**config.mk**
```make
export PLATFORM = sky130hd
export DESIGN_NAME = uart_tx_path_flat
export DESIGN_NICKNAME = d
export VERILOG_FILES = /design/src/rtl/uart_pkg.sv /design/src/rtl/uart_tx_path_if.sv /design/src/rtl/uart_tx_fifo.sv /design/src/rtl/uart_tx_path.sv /design/src/flat_wrapper.sv
export SDC_FILE = /design/constraint.sdc
export NUM_CORES = 1
export LEC_CHECK = 0
export CAP_MARGIN = 15
export CORE_MARGIN = 1
export CORE_UTILIZATION = 27
export CTS_BUF_LIST = sky130_fd_sc_hd__clkbuf_4
export CTS_CLUSTER_DIAMETER = 60
export DETAILED_ROUTE_END_ITERATION = 6
export PLACE_DENSITY = 0.51
export REMOVE_ABC_BUFFERS = 1
export SKIP_LAST_GASP = 1
export SLEW_MARGIN = 25
export SYNTH_ARGS = -nofsm -noshare
export SYNTH_HDL_FRONTEND = slang
export SYNTH_SLANG_ARGS = --single-unit
```
**constraint.sdc**
```tcl
create_clock -name clk -period 2.85 [get_ports clk]
set_clock_uncertainty 0.05 [all_clocks]
set_input_delay 0.7125 -clock clk [delete_from_list [all_inputs] [get_ports clk]]
set_output_delay 0.7125 -clock clk [all_outputs]
set_load 0.01 [all_outputs]
```
**src/rtl/uart_pkg.sv**
```systemverilog
// Shared types, width helper and ASCII constants for the UART transmit path
// and the message sequencer that feeds it.
package uart_pkg;

  typedef enum logic [1:0] {IDLE, START, DATA, STOP} uart_tx_state_t;

  // Minimum 1-bit width so that degenerate sizes still give legal vectors.
  function automatic int idx_width(input int n);
    return (n > 1) ? $clog2(n) : 1;
  endfunction

  localparam logic [7:0] CHAR_LF = 8'h0A;
  localparam logic [7:0] CHAR_CR = 8'h0D;

endpackage

```
**src/rtl/uart_tx_path_if.sv**
```systemverilog
// Push/status bundle between the message sequencer (master) and the UART
// transmit path (slave).
interface uart_tx_path_if;
  logic       tx_push;
  logic [7:0] tx_push_data;
  logic       tx_full;
  logic       tx_empty;
  logic       tx_overflow;
  logic       tx_busy;
  logic       tx_done;
  logic       tx;

  modport master (
    output tx_push, tx_push_data,
    input  tx_full, tx_empty, tx_overflow, tx_busy, tx_done, tx
  );

  modport slave (
    input  tx_push, tx_push_data,
    output tx_full, tx_empty, tx_overflow, tx_busy, tx_done, tx
  );
endinterface

```
**src/rtl/uart_tx_fifo.sv**
```systemverilog
// Synchronous byte FIFO with a registered occupancy count; pushes into a
// full FIFO are dropped and flagged on overflow in the same cycle.
module uart_tx_fifo
  import uart_pkg::*;
#(
  parameter int DEPTH = 8
) (
  input  logic       clk,
  input  logic       reset,
  input  logic       push,
  input  logic [7:0] push_data,
  input  logic       pop,
  output logic [7:0] rdata,
  output logic       full,
  output logic       empty,
  output logic       overflow
);

  localparam int PW = idx_width(DEPTH);
  localparam int CW = idx_width(DEPTH + 1);
  localparam logic [CW-1:0] FULL_CNT = CW'(DEPTH);

  logic [7:0]    mem [DEPTH];
  logic [PW-1:0] wr_ptr;
  logic [PW-1:0] rd_ptr;
  logic [CW-1:0] count;
  logic          do_push;
  logic          do_pop;

  assign full     = (count == FULL_CNT);
  assign empty    = (count == '0);
  // A push while full is refused even if a pop frees a slot this cycle.
  assign do_push  = push && !full;
  assign do_pop   = pop && !empty;
  assign overflow = push && full;
  assign rdata    = mem[rd_ptr];

  always_ff @(posedge clk) begin
    if (reset) begin
      wr_ptr <= '0;
      rd_ptr <= '0;
      count  <= '0;
    end else begin
      if (do_push) wr_ptr <= wr_ptr + PW'(1);
      if (do_pop)  rd_ptr <= rd_ptr + PW'(1);
      case ({do_push, do_pop})
        2'b10:   count <= count + CW'(1);
        2'b01:   count <= count - CW'(1);
        default: count <= count;
      endcase
    end
  end

  always_ff @(posedge clk) begin
    if (do_push) mem[wr_ptr] <= push_data;
  end

endmodule

```
**src/rtl/uart_tx_path.sv**
```systemverilog
// 8N1 UART transmitter fed from a small FIFO; one idle-high load cycle
// separates back-to-back frames.
//
//   state | meaning
//   IDLE  | line high, pop head byte when FIFO not empty
//   START | start bit (low) for one bit period
//   DATA  | eight data bits, LSB first
//   STOP  | stop bit (high), tx_done in its last cycle
module uart_tx_path
  import uart_pkg::*;
#(
  parameter int CLK_FREQ   = 100_000_000,
  parameter int BAUD       = 9600,
  parameter int FIFO_DEPTH = 8
) (
  input logic           clk,
  input logic           reset,
  uart_tx_path_if.slave bus
);

  localparam int BIT_CYCLES = CLK_FREQ / BAUD;
  localparam int BW = idx_width(BIT_CYCLES);
  localparam logic [BW-1:0] BAUD_LAST = BW'(BIT_CYCLES - 1);
  localparam logic [BW-1:0] BAUD_PREV = BW'(BIT_CYCLES - 2);

  uart_tx_state_t state;
  logic [BW-1:0]  baud_cnt;
  logic [2:0]     bit_idx;
  logic [7:0]     shift;
  logic [7:0]     head;
  logic           fifo_empty;
  logic           pop;
  logic           tx_q;
  logic           done_q;

  assign pop = (state == IDLE) && !fifo_empty;

  uart_tx_fifo #(.DEPTH(FIFO_DEPTH)) u_fifo (
    .clk       (clk),
    .reset     (reset),
    .push      (bus.tx_push),
    .push_data (bus.tx_push_data),
    .pop       (pop),
    .rdata     (head),
    .full      (bus.tx_full),
    .empty     (fifo_empty),
    .overflow  (bus.tx_overflow)
  );

  assign bus.tx_empty = fifo_empty;
  assign bus.tx_busy  = (state != IDLE);
  assign bus.tx_done  = done_q;
  assign bus.tx       = tx_q;

  always_ff @(posedge clk) begin
    if (reset) begin
      state    <= IDLE;
      baud_cnt <= '0;
      bit_idx  <= '0;
      shift    <= '0;
      tx_q     <= 1'b1;
      done_q   <= 1'b0;
    end else begin
      done_q <= 1'b0;
      case (state)
        IDLE: begin
          tx_q <= 1'b1;
          if (!fifo_empty) begin
            shift    <= head;
            baud_cnt <= '0;
            tx_q     <= 1'b0;
            state    <= START;
          end
        end
        START: begin
          if (baud_cnt == BAUD_LAST) begin
            baud_cnt <= '0;
            bit_idx  <= '0;
            tx_q     <= shift[0];
            state    <= DATA;
          end else begin
            baud_cnt <= baud_cnt + BW'(1);
          end
        end
        DATA: begin
          if (baud_cnt == BAUD_LAST) begin
            baud_cnt <= '0;
            shift    <= {1'b0, shift[7:1]};
            if (bit_idx == 3'd7) begin
              tx_q  <= 1'b1;
              state <= STOP;
            end else begin
              bit_idx <= bit_idx + 3'd1;
              tx_q    <= shift[1];
            end
          end else begin
            baud_cnt <= baud_cnt + BW'(1);
          end
        end
        STOP: begin
          if (baud_cnt == BAUD_LAST) begin
            baud_cnt <= '0;
            state    <= IDLE;
          end else begin
            baud_cnt <= baud_cnt + BW'(1);
            // Registered pulse lands on the final stop-bit cycle.
            if (baud_cnt == BAUD_PREV) done_q <= 1'b1;
          end
        end
        default: state <= IDLE;
      endcase
    end
  end

endmodule

```
**src/flat_wrapper.sv**
```systemverilog
// flat-port wrapper written by rule: the top's interface ports become plain ports
module uart_tx_path_flat import uart_pkg::*;
#(
  parameter int CLK_FREQ   = 100_000_000,
  parameter int BAUD       = 9600,
  parameter int FIFO_DEPTH = 8
)
  (clk, reset, bus_tx_push, bus_tx_push_data, bus_tx_full, bus_tx_empty, bus_tx_overflow, bus_tx_busy, bus_tx_done, bus_tx);
  uart_tx_path_if bus_i ();
  input logic clk;
  input logic reset;
  input wire logic [$bits(bus_i.tx_push)-1:0] bus_tx_push;
  input wire logic [$bits(bus_i.tx_push_data)-1:0] bus_tx_push_data;
  output wire logic [$bits(bus_i.tx_full)-1:0] bus_tx_full;
  output wire logic [$bits(bus_i.tx_empty)-1:0] bus_tx_empty;
  output wire logic [$bits(bus_i.tx_overflow)-1:0] bus_tx_overflow;
  output wire logic [$bits(bus_i.tx_busy)-1:0] bus_tx_busy;
  output wire logic [$bits(bus_i.tx_done)-1:0] bus_tx_done;
  output wire logic [$bits(bus_i.tx)-1:0] bus_tx;
  assign bus_i.tx_push = bus_tx_push;
  assign bus_i.tx_push_data = bus_tx_push_data;
  assign bus_tx_full = bus_i.tx_full;
  assign bus_tx_empty = bus_i.tx_empty;
  assign bus_tx_overflow = bus_i.tx_overflow;
  assign bus_tx_busy = bus_i.tx_busy;
  assign bus_tx_done = bus_i.tx_done;
  assign bus_tx = bus_i.tx;
  uart_tx_path #(.CLK_FREQ(CLK_FREQ), .BAUD(BAUD), .FIFO_DEPTH(FIFO_DEPTH)) u_core (.clk(clk), .reset(reset), .bus(bus_i));
endmodule
```
==> tab_implementation.tex <==
\begin{tabular}{lr}
\hline
Metric & Value \\
\hline
\multicolumn{2}{l}{\textbf{Setup path}} \\
\quad Worst path depth & 5 \\
\quad Setup crit start & u\_core.state[0]\$\_SDFFE\_PP0P\_ \\
\quad Critical Path, Cell by Cell & inv\_1, ha\_2, buf\_4, inv\_1, clkdlybuf4s50\_1 \\
\quad Reg2reg setup slack & 0.50 ns \\
\quad Arrival time of data at the critical path endpoint & approximately 1.9 ns \\
\quad Crit path kind & reg2out \\
\quad Setup crit end kind & output port \\
\quad Crit path max fanout & 10 \\
\quad Critical path startpoint category & flop \\
\quad Required time reported for the critical path endpoint & 2.09 ns \\
\quad Slowest cell on crit path & clkdlybuf4s50\_1 \\
\quad Critical Path Most Common Cell & inv\_1 \\
\quad Category of cells accounting for the largest share of critical-path delay & buffers and inverters \\
\quad Worst reg-to-reg path cell count & 10 \\
\quad Crit path buffers/inverters & 4 \\
\quad Worst flop-to-flop path startpoint & u\_core.u\_fifo.count[3]\$\_SDFFE\_PP0P\_ \\
\quad Worst reg2reg path endpoint & u\_core.u\_fifo.count[2]\$\_SDFFE\_PP0P\_ \\
\quad Worst setup path endpoint & bus\_tx\_busy \\
\quad Longest individual stage delay on the worst path & 0.52 ns \\
\multicolumn{2}{l}{\textbf{Yosys}} \\
\quad Fraction of synthesized cell area in xor and xnor cells & 2.685\% \\
\quad Number of flops mapped to enable cells by yosys & between 60 and 70 \\
\quad Post-synthesis register bit count & approximately 110 \\
\quad Netlist area before placement & 4567 um2 \\
\quad Multiplexer fraction of the synthesized cell area & around 9.0\% \\
\quad Number of warnings reported in the yosys synthesis log & 0 \\
\quad Post-synthesis sequential area ratio & around 60\% \\
\quad Most common flop cell mapped by yosys & edfxtp\_1 \\
\quad Synth unique cells & 52 \\
\quad Post-synthesis compound-gate area fraction & 9.753\% \\
\quad Post-synthesis area per instance & 13.76 um2 \\
\quad Number of instances in the synthesized netlist & roughly 330 \\
\quad Simple-gate portion of the synthesized area & 11.73\% \\
\quad Share of synthesized flip-flops with an asynchronous set or reset & 0\% \\
\quad Main combinational cell family by area after synthesis & simple AND/OR/NAND/NOR gates \\
\quad Arithmetic-cell share of the synthesized area counting full adders, half adders and majority gates & 3.836\% \\
\multicolumn{2}{l}{\textbf{Clock network}} \\
\quad Root Driver & clkbuf\_4 \\
\quad Clock sink count & approximately 110 \\
\quad Worst-skew pair later-pin latency & 0.48 ns \\
\quad Max Root-Sink Buffers & 2 \\
\quad Number of buffers created by CTS & 9 \\
\quad CTS tree & done \\
\quad H-tree depth & 3 \\
\quad Clock transition time at the flip-flop clock pins of the worst setup and hold paths & 0.16 ns \\
\quad Quantity of hold-fixing buffers added after cts & 0 \\
\multicolumn{2}{l}{\textbf{Layout}} \\
\quad Most common cell after layout, fill and taps aside & edfxtp\_1 \\
\quad Synth-to-layout area growth & 14.85\% \\
\quad Sequential cell area & 2765 um2 \\
\quad Number of fill cells in the layout & 1625 \\
\quad Share of layout cells above drive strength 1 & approximately a fifth \\
\quad Combined area of the multi-input logic cells & 1695 um2 \\
\quad Total number of nets in the final design & 391 \\
\quad Leading cell types in the layout, fill and taps excluded & edfxtp\_1, dfxtp\_1, buf\_4 \\
\multicolumn{2}{l}{\textbf{Die}} \\
\quad Horizontal die dimension & around 130 um \\
\quad Effective utilization at floorplan & $\sim$28\% \\
\quad Chip Height & between 100 and 150 um \\
\quad Site row count & 47 \\
\quad Ports & 17 \\
\quad Core Area & 16520 um2 \\
\quad Die Area & 17440 um2 \\
\multicolumn{2}{l}{\textbf{Detailed routing}} \\
\quad Number of search-and-repair iterations in the first detailed-routing pass & 6 \\
\quad DRC violation count after routing & 2 \\
\quad Mean number of vias per cell & 4.684 \\
\quad Drt first-iter violations & around 170 \\
\quad Via count of the routed design & 2773 \\
\quad Average wire per cell in the routed design & 14.96 um \\
\quad Wirelength, routed & around 8900 um \\
\quad Antenna-violating nets left & 0 \\
\multicolumn{2}{l}{\textbf{GRT}} \\
\quad Wire length of the first global-routing pass & around 15000 um \\
\quad Largest net degree at the start of global routing & 25 \\
\quad Total track usage & 10.90\% \\
\quad Congestion Overflow GR & 0 \\
\quad Initial antenna violation count & 1 \\
\quad Via count of the first global-routing pass & roughly 2800 \\
\multicolumn{2}{l}{\textbf{STA}} \\
\quad Hold Vio Cnt, Final & 0 \\
\quad Max-slew violation count & 0 \\
\quad Setup repair after global routing missed its margin & false \\
\quad Setup tns final & 0 ns \\
\quad Final setup vio count & 0 \\
\quad Slew at the pin closest to its max-slew limit & 0.8455 ns \\
\quad Tcrit/Tclk final & 94.16\% \\
\quad Shortest clock period the worst path allows after layout & 2.684 ns \\
\quad Max-slew headroom & a little over two fifths \\
\quad Hold\_ws & 0.4333 ns \\
\quad Maximum clock rate & about 0.37 GHz \\
\multicolumn{2}{l}{\textbf{Min path}} \\
\quad Hold Crit Class & reg2reg \\
\quad Launch instance of the worst min-delay path & u\_core.shift[7]\$\_SDFFE\_PP0P\_ \\
\multicolumn{2}{l}{\textbf{Placed design}} \\
\quad Number of input and output port buffers inserted & 16 \\
\quad Weighted congestion at the end of routability-driven global placement & roughly 0.74 \\
\quad HPWL after detailed placement & approximately 6000 um \\
\multicolumn{2}{l}{\textbf{Outcome}} \\
\quad Violated checks & design-rule violations \\
\quad Result of the run & complete, but fails checks \\
\multicolumn{2}{l}{\textbf{Pwr}} \\
\quad Internal & 2.674 mW \\
\quad Switch Pwr & 1.421 mW \\
\quad Share of power burned in the clock network & between 10\% and 20\% \\
\quad Comb power frac & 36.0\% \\
\quad Static power due to leakage & 1.750 nW \\
\quad Peak supply drop & 0.2550 mV \\
\quad Fraction of power spent switching nets & 34.70\% \\
\quad Total power divided by cell area & 780.7 nW/um2 \\
\quad Share of total power in sequential cells & 45.7\% \\
\multicolumn{2}{l}{\textbf{Flow run}} \\
\quad MaxCap Viol Count & 0 \\
\hline
\end{tabular}
[cell type report]
class,count,area share [%]
Inverter,10,0.7156
Antenna cell,1,0.04771
Clock buffer,9,1.288
Tap cell,220,5.248
Multi-Input combinational cell,200,32.32
Timing Repair Buffer,39,6.369
Sequential cell,106,52.72
Clock inverter,7,1.288
[through the flow]
stage	util (%)	setup WS, ns	std cells	instance area, um2	power [mW]
3_5_place_dp	30.85	0.1051	575	5097	3.389
6_report	31.74	0.1664	592	5245	4.095
2_1_floorplan	-	0.2863	316	4489	2.868
3_3_place_gp	30.85	0.1092	575	5097	3.365
5_1_grt	31.74	0.05059	592	5245	4.356
4_1_cts	31.68	0.003475	591	5235	4.153
[registers in the layout, indices dropped and copies added, names as in the netlist, named ones only]
register	cells
u_core.bus.tx	1
u_core.u_fifo.mem	64
u_core.u_fifo.wr_ptr	3
u_core.u_fifo.count	4
u_core.baud_cnt	14
u_core.u_fifo.rd_ptr	3
u_core.shift	8
u_core.bit_idx	3
u_core.state	2
u_core.bus.tx_done	1
[power groups by stage]
stage / combinational (mW) / sequential (mW) / clock (mW)
after floorplan: 0.929 / 1.94 / 0
after global placement: 1.46 / 1.90 / 0
after detailed placement: 1.48 / 1.90 / 0
after CTS: 1.50 / 1.87 / 0.786
after global routing: 1.63 / 1.89 / 0.840
final: 1.48 / 1.87 / 0.746
[how the worst min path moves through the flow]
stage | endpoint | depth (start not counted) | slack, ns
2_1_floorplan | u_core.shift[7]$_SDFFE_PP0P_ | 1 | 0.38
3_3_place_gp | u_core.shift[7]$_SDFFE_PP0P_ | 1 | 0.39
3_5_place_dp | u_core.shift[7]$_SDFFE_PP0P_ | 1 | 0.40
4_1_cts | u_core.shift[7]$_SDFFE_PP0P_ | 1 | 0.43
5_1_grt | u_core.baud_cnt[13]$_SDFFE_PP0N_ | 2 | 0.46
6_report | u_core.shift[7]$_SDFFE_PP0P_ | 1 | 0.43
[cell families (layout without fill, tap and decap cells)]
kind of cell | after synthesis | after routing
buffers and inverters | 26 | 65
other | 0 | 1
adder cells (fa/ha/maj) | 14 | 14
XOR/XNOR | 14 | 14
flip-flops | 106 | 106
multiplexers | 21 | 21
AO/OA/AOI/OAI | 58 | 58
AND/OR/NAND/NOR | 93 | 93
[Yosys cell counts (9+ instances only)]
cell | count | area [um2]
dfxtp_1 | 42 | 840.8
nand2_1 | 13 | 48.80
a21oi_1 | 17 | 85.08
edfxtp_1 | 64 | 1922
ha_1 | 14 | 175.2
nand3_1 | 11 | 55.05
o21ai_0 | 11 | 55.05
nor2_1 | 20 | 75.07
mux4_2 | 16 | 360.4
clkbuf_1 | 9 | 33.78
inv_1 | 10 | 37.54
[per-layer routing]
metal,track usage (%),vias to the layer above,wire length (um)
met4,5.103,0,88
met1,13.35,1385,4062
met3,2.461,7,255
met2,18.22,30,4451
met5,0,-,0
li1,-,1351,-
[what timing repair did]
| item | 4_1_cts | 5_1_grt |
|---|---|---|
| resized for setup | 2 | 4 |
| setup endpoints to repair | 2 | 2 |
| pin swaps | 0 | 0 |
| cloned | 0 | 0 |
| buffers inserted | 0 | 0 |
| hold endpoints to repair | 0 | 0 |
[worst reg2reg max path: cells and delay by family, from the launching register on]
| family | cells | cell delay [ns] |
|---|---|---|
| buf+inv | 2 | 0.28 |
| simple gates | 1 | 0.30 |
| flops | 1 | 0.36 |
| compound gates | 3 | 0.62 |
| xor+xnor | 2 | 0.26 |
| fa+ha+maj | 2 | 0.44 |
(Power assumes the default switching activity.)
==> RTL edit 1, RTL diff (same settings) <==
Re-encode `uart_tx_state_t` (4 states) as Gray code, 2 bits wide.
--- a/src/rtl/uart_pkg.sv
+++ b/src/rtl/uart_pkg.sv
@@ -4,3 +4,3 @@
 
-  typedef enum logic [1:0] {IDLE, START, DATA, STOP} uart_tx_state_t;
+  typedef enum logic [1:0] {IDLE = 2'b00, START = 2'b01, DATA = 2'b11, STOP = 2'b10} uart_tx_state_t;
 
Behaviour: no difference found for any inputs over 10 cycles, from zero or initial values and one cycle with reset high; not proved beyond that.
==> RTL edit 1 against the original RTL <==
Combinational power is 10% lower. Final area is 2.1% higher. Maximum frequency is 0.83% lower. Power is 0.38% lower. Sequential power is 5% higher. Sequential cell count stayed put. Global-route usage is 0.75 points higher. Worst setup slack worse by 23 ps. Wire length is 9.0% higher. Via count is 10% higher. Area after synthesis is 1.8% higher. Critical path type unchanged. Largest power group unchanged.
==> RTL edit 1: results (changes against the original RTL) <==
status - complete, no violations (was finished, violations left)
vias in the first global route - 2988 (was 2822)
largest net degree at the start of global routing - 29 (was 25)
main area contributors after synthesis - edfxtp_1 41%, dfxtp_1 18%, mux2i_1 5.0% (was edfxtp_1 42%, dfxtp_1 18%, mux4_2 7.9%)
drt first pass iters - 4 (was 6)
hold path startpoint - u_core.shift[7] (unchanged)
routed vias - 3057 (was 2773)
worst hold path cell count - 2 (was 1)
Crit Path Max Fanout - 8 (was 10)
initial antenna violation count - 0 (was 1)
DR iter-0 viols - 153 (was 171)
clock slew at reported path FFs - 190 ps (was 160 ps)
total track usage - 11.65% (was 10.90%)
R2R setup slack - 350 ps (was 500 ps)
Final HPWL DP - 6503 µm (was 6068 µm)
worst skew pair latency - 500 ps (was 480 ps)
VDD IR max - 0.3516 mV (was 0.2550 mV)
fillcell total - 1725 (was 1625)
critical path arrival - 1940 ps (was 1920 ps)
DRT Wirelength - 9657 µm (was 8858 µm)
post-synthesis sequential area ratio - 59.45% (was 60.49%)
library cells used by synthesis - 51 (was 52)
first-pass GRT wire length - 15700 µm (was 14610 µm)
Final GP Congestion - 0.8016 (was 0.7372)
Crit-path slowest cell - or4_1 (was clkdlybuf4s50_1)
Post-synth top cells - 64 x edfxtp_1, 42 x dfxtp_1, 26 x nand2_1, 24 x nor2_1, 23 x mux2i_1 (was 64 x edfxtp_1, 42 x dfxtp_1, 20 x nor2_1, 17 x a21oi_1, 16 x mux4_2)
placed inst area - 0.005196 mm² (was 0.005097 mm²)
Slew HR - 53.55% (was 43.52%)
share of cells above drive strength 1 - 17.11% (was 19.14%)
RTL edit 1: cell count changes after synthesis, moves of 8 or more:
cell / unedited run / this run
a31oi_1: 1 / 12
mux4_2: 16 / 8
a221o_1: 8 / 0
nand2_1: 13 / 26
mux2_2: 0 / 8
mux2i_1: 5 / 23
RTL edit 1: metal layers:
metal	vias to the layer above	wire length [µm]	global-route usage [%]	share of wire [%]
li1	1480	-	-	-
met1	1510	4311	13.66	45
met2	52	4810	19.87	50
met3	15	368	3.881	3.8
met4	0	167	4.104	1.7
met5	-	0	0	0
RTL edit 1: worst max path at each step:
| stage | startpoint | endpoint | slack [ps] | cells after the start |
|---|---|---|---|---|
| final | u_core.u_fifo.count[3] | bus_tx_empty | 140 | 4 |
| after global routing | u_core.u_fifo.count[3] | bus_tx_empty | 20 | 4 |
| after CTS | u_core.u_fifo.count[0] | bus_tx_overflow | -150 | 4 |
| after detailed placement | bus_tx_push | u_core.u_fifo.count[2] | 50 | 9 |
| after global placement | bus_tx_push | u_core.u_fifo.count[2] | 90 | 9 |
| after floorplan | u_core.u_fifo.count[0] | u_core.u_fifo.count[2] | 130 | 10 |
RTL edit 1: layout make-up:
class | instances | area, µm² | area share (%)
multi-input combinational | 238 | 1787 | 33.36
clock buffer | 9 | 67.56 | 1.261
sequential | 106 | 2769 | 51.69
clock inverter | 7 | 75.07 | 1.402
tap | 220 | 275.3 | 5.139
inverter | 8 | 30.03 | 0.5606
timing repair buffer | 41 | 352.8 | 6.587
RTL edit 1: repair_timing:
item	CTS	global route
resized for setup	5	5
endpoints found under the hold margin	0	0
setup endpoints to repair	3	4
RTL edit 1: worst max-delay path: cells and delay by family (launching register included):
| family | cells | cell delay [ps] |
|---|---|---|
| buffers and inverters | 3 | 520 |
| flip-flops | 1 | 380 |
| AND/OR/NAND/NOR | 1 | 550 |
RTL edit 1: report_power, final:
| group | internal (µW) | switching (µW) |
|---|---|---|
| clock | 213 | 579 |
| combinational | 638 | 694 |
| sequential | 1800 | 157 |
RTL edit 1: cell families (layout without fill, tap and decap cells):
family / count (synthesis) / in the layout / synth area share [%]
compound gates: 64 / 64 / 8.670
xor+xnor: 11 / 11 / 2.073
simple gates: 114 / 114 / 13.73
fa+ha+maj: 9 / 9 / 2.423
flops: 106 / 106 / 59.45
mux: 40 / 40 / 11.01
buf+inv: 30 / 65 / 2.639
RTL edit 1: metrics by stage:
step	cells	utilization [%]	hold slack (ps)	TNS (ps)	setup slack, ps
after CTS	629	32.00	448.3	-188.8	-152.9
after floorplan	352	-	396.7	0	134.2
after detailed placement	613	31.11	421.4	0	48.12
final	629	32.07	447.1	0	143.8
after global routing	629	32.07	466.9	0	22.37
after global placement	613	31.11	412.3	0	88.42
==> RTL edit 2, RTL diff (config.mk and constraints unchanged) <==
Without the edit above. `CLK_FREQ` is set to 100_000_000 in 2 places; all go to 50_000_000.
--- a/src/rtl/uart_tx_path.sv
+++ b/src/rtl/uart_tx_path.sv
@@ -11,3 +11,3 @@
 #(
-  parameter int CLK_FREQ   = 100_000_000,
+  parameter int CLK_FREQ   = 50_000_000,
   parameter int BAUD       = 9600,
--- a/src/flat_wrapper.sv
+++ b/src/flat_wrapper.sv
@@ -3,3 +3,3 @@
 #(
-  parameter int CLK_FREQ   = 100_000_000,
+  parameter int CLK_FREQ   = 50_000_000,
   parameter int BAUD       = 9600,
Check against the original RTL: no difference found for any inputs over 10 cycles, from zero or initial values and one cycle with reset high; that may be too few to reach the edited logic, so the function may still have changed.
==> RTL edit 2 against the original RTL <==
Via count grew 1.3%. Worst setup slack worse by 17 ps. Core utilization is 0.36 points higher. Combinational power grew 6%. Sequential cell count down 1. Sequential power increased by 3%. Die area is 1.2% lower. Clock power increased by 5.1%. Critical path depth shrank 1. Global-route usage up 0.71 points. Area after synthesis down 1.2%. Final area fell by 1.4%. Wire length grew 4.4%. Power up 4.5%. Critical endpoint unchanged. Largest cell class unchanged.
==> RTL edit 2: results (changes against the original RTL) <==
status - complete, no violations (was finished, violations left)
Final nets - 394 (was 391)
total track usage - 11.61% (was 10.90%)
DR iter-0 viols - 216 (was 171)
Global Route met3 Usage - 3.356% (was 2.461%)
main area contributors after synthesis - edfxtp_1 43%, dfxtp_1 18%, mux4_2 8.0% (was edfxtp_1 42%, dfxtp_1 18%, mux4_2 7.9%)
Adder-Cell Fraction of Synth Area - 4.159% (was 3.836%)
post-synthesis sequential area ratio - 60.77% (was 60.49%)
slowest stage delay, CP - 540 ps (was 520 ps)
WL/cell - 15.71 µm (was 14.96 µm)
Least-Margin Pin Slew - 757.1 ps (was 845.5 ps)
Final GP Congestion - 0.7522 (was 0.7372)
grt met2 use - 19.15% (was 18.22%)
CTS buffer count - 9 (unchanged)
DRT Wirelength - 9251 µm (was 8858 µm)
vias in the first global route - 2861 (was 2822)
routed vias - 2810 (was 2773)
post-synthesis mux area share - 8.899% (was 8.986%)
Leakage - 0.001678 µW (was 0.001750 µW)
# placed instances - 571 (was 575)
first-pass GRT wire length - 15280 µm (was 14610 µm)
drt first pass iters - 4 (was 6)
initial antenna violation count - 0 (was 1)
worst skew pair latency - 500 ps (was 480 ps)
CTS Buffer Depth - 2 (unchanged)
critical path arrival - 1940 ps (was 1920 ps)
Post-synth top cells - 64 x edfxtp_1, 41 x dfxtp_1, 22 x nor2_1, 19 x nand2_1, 17 x nor3_1 (was 64 x edfxtp_1, 42 x dfxtp_1, 20 x nor2_1, 17 x a21oi_1, 16 x mux4_2)
Compound-Gate Fraction of Synth Area - 8.872% (was 9.753%)
XOR/XNOR share of the synthesized area - 2.717% (was 2.685%)
Pint - 2698 µW (was 2674 µW)
gate count of the mapped netlist - 341 (was 332)
n_diodes - 0 (was 1)
share of cells above drive strength 1 - 16.62% (was 19.14%)
met1 usage - 14.58% (was 13.35%)
VDD IR max - 0.3887 mV (was 0.2550 mV)
library cells used by synthesis - 48 (was 52)
Crit Path Max Fanout - 9 (was 10)
Final HPWL DP - 6070 µm (was 6068 µm)
Largest regs - u_core.u_fifo.mem: 64 flops, u_core.baud_cnt: 13 flops, u_core.shift: 8 flops (was u_core.u_fifo.mem: 64 flops, u_core.baud_cnt: 14 flops, u_core.shift: 8 flops)
port bufs - 16 (unchanged)
largest net degree at the start of global routing - 32 (was 25)
-- RTL edit 2: power groups by stage --
stage | clock network [µW] | registers (µW) | logic (µW)
6_report | 784 | 1930 | 1570
5_1_grt | 879 | 1950 | 1750
4_1_cts | 824 | 1930 | 1580
3_5_place_dp | 0 | 1960 | 1550
3_3_place_gp | 0 | 1950 | 1530
2_1_floorplan | 0 | 1950 | 1010
-- RTL edit 2: area by class of cell --
cell class	count	area [µm²]
clock buffers	9	67.56
clock inverters	7	81.33
fillers	1626	10940
inverters	10	37.54
multi-input cells	210	1689
flip-flops and latches	105	2750
well taps	216	270.3
repair buffers	32	276.5
-- RTL edit 2: what timing repair did --
action | in CTS | in global routing
buffers inserted | 2 | 0
hold endpoints to repair | 0 | 0
gates resized for setup | 12 | 0
setup endpoints to repair | 4 | 0
-- RTL edit 2: worst paths after layout --
path                      from                endpoint  slack (ps)  cells after the start
max            u_core.state[1]             bus_tx_busy         150                      4
min          u_core.bit_idx[1]       u_core.bit_idx[1]         440                      2
max reg2reg    u_core.state[1]  u_core.u_fifo.count[3]         350                     10
min reg2reg  u_core.bit_idx[1]       u_core.bit_idx[1]         440                      2
-- RTL edit 2: critical path: cells and delay by family, from the launching register on --
kind / cells / cell delay [ps]
adders and majority gates: 1 / 260
buffers and inverters: 3 / 770
DFF: 1 / 440
-- RTL edit 2: logic make-up after synthesis --
logic type                 count (synthesis)
muxes                                     20
AOI/OAI and AO/OA                         58
and+or+nand+nor                          103
DFF                                      105
adders and majority gates                 15
xor gates and xnor gates                  14
buffers and inverters                     26
-- RTL edit 2: per-layer routing --
metal	vias to the layer above	part of all wire [%]	wire, µm
met5	-	0	0
met4	0	1.4	126
met3	11	2.9	267
met2	30	49	4535
met1	1398	47	4322
li1	1371	-	-
-- RTL edit 2: per-stage QoR --
stage                     setup slack, ps  area (µm²)  util, %
final                               149.4        5172    32.10
after floorplan                     263.3        4447        -
after global placement              78.09        4995    30.99
after global routing                23.69        5172    32.10
after detailed placement            32.51        4995    30.99
after CTS                           98.98        5172    32.10
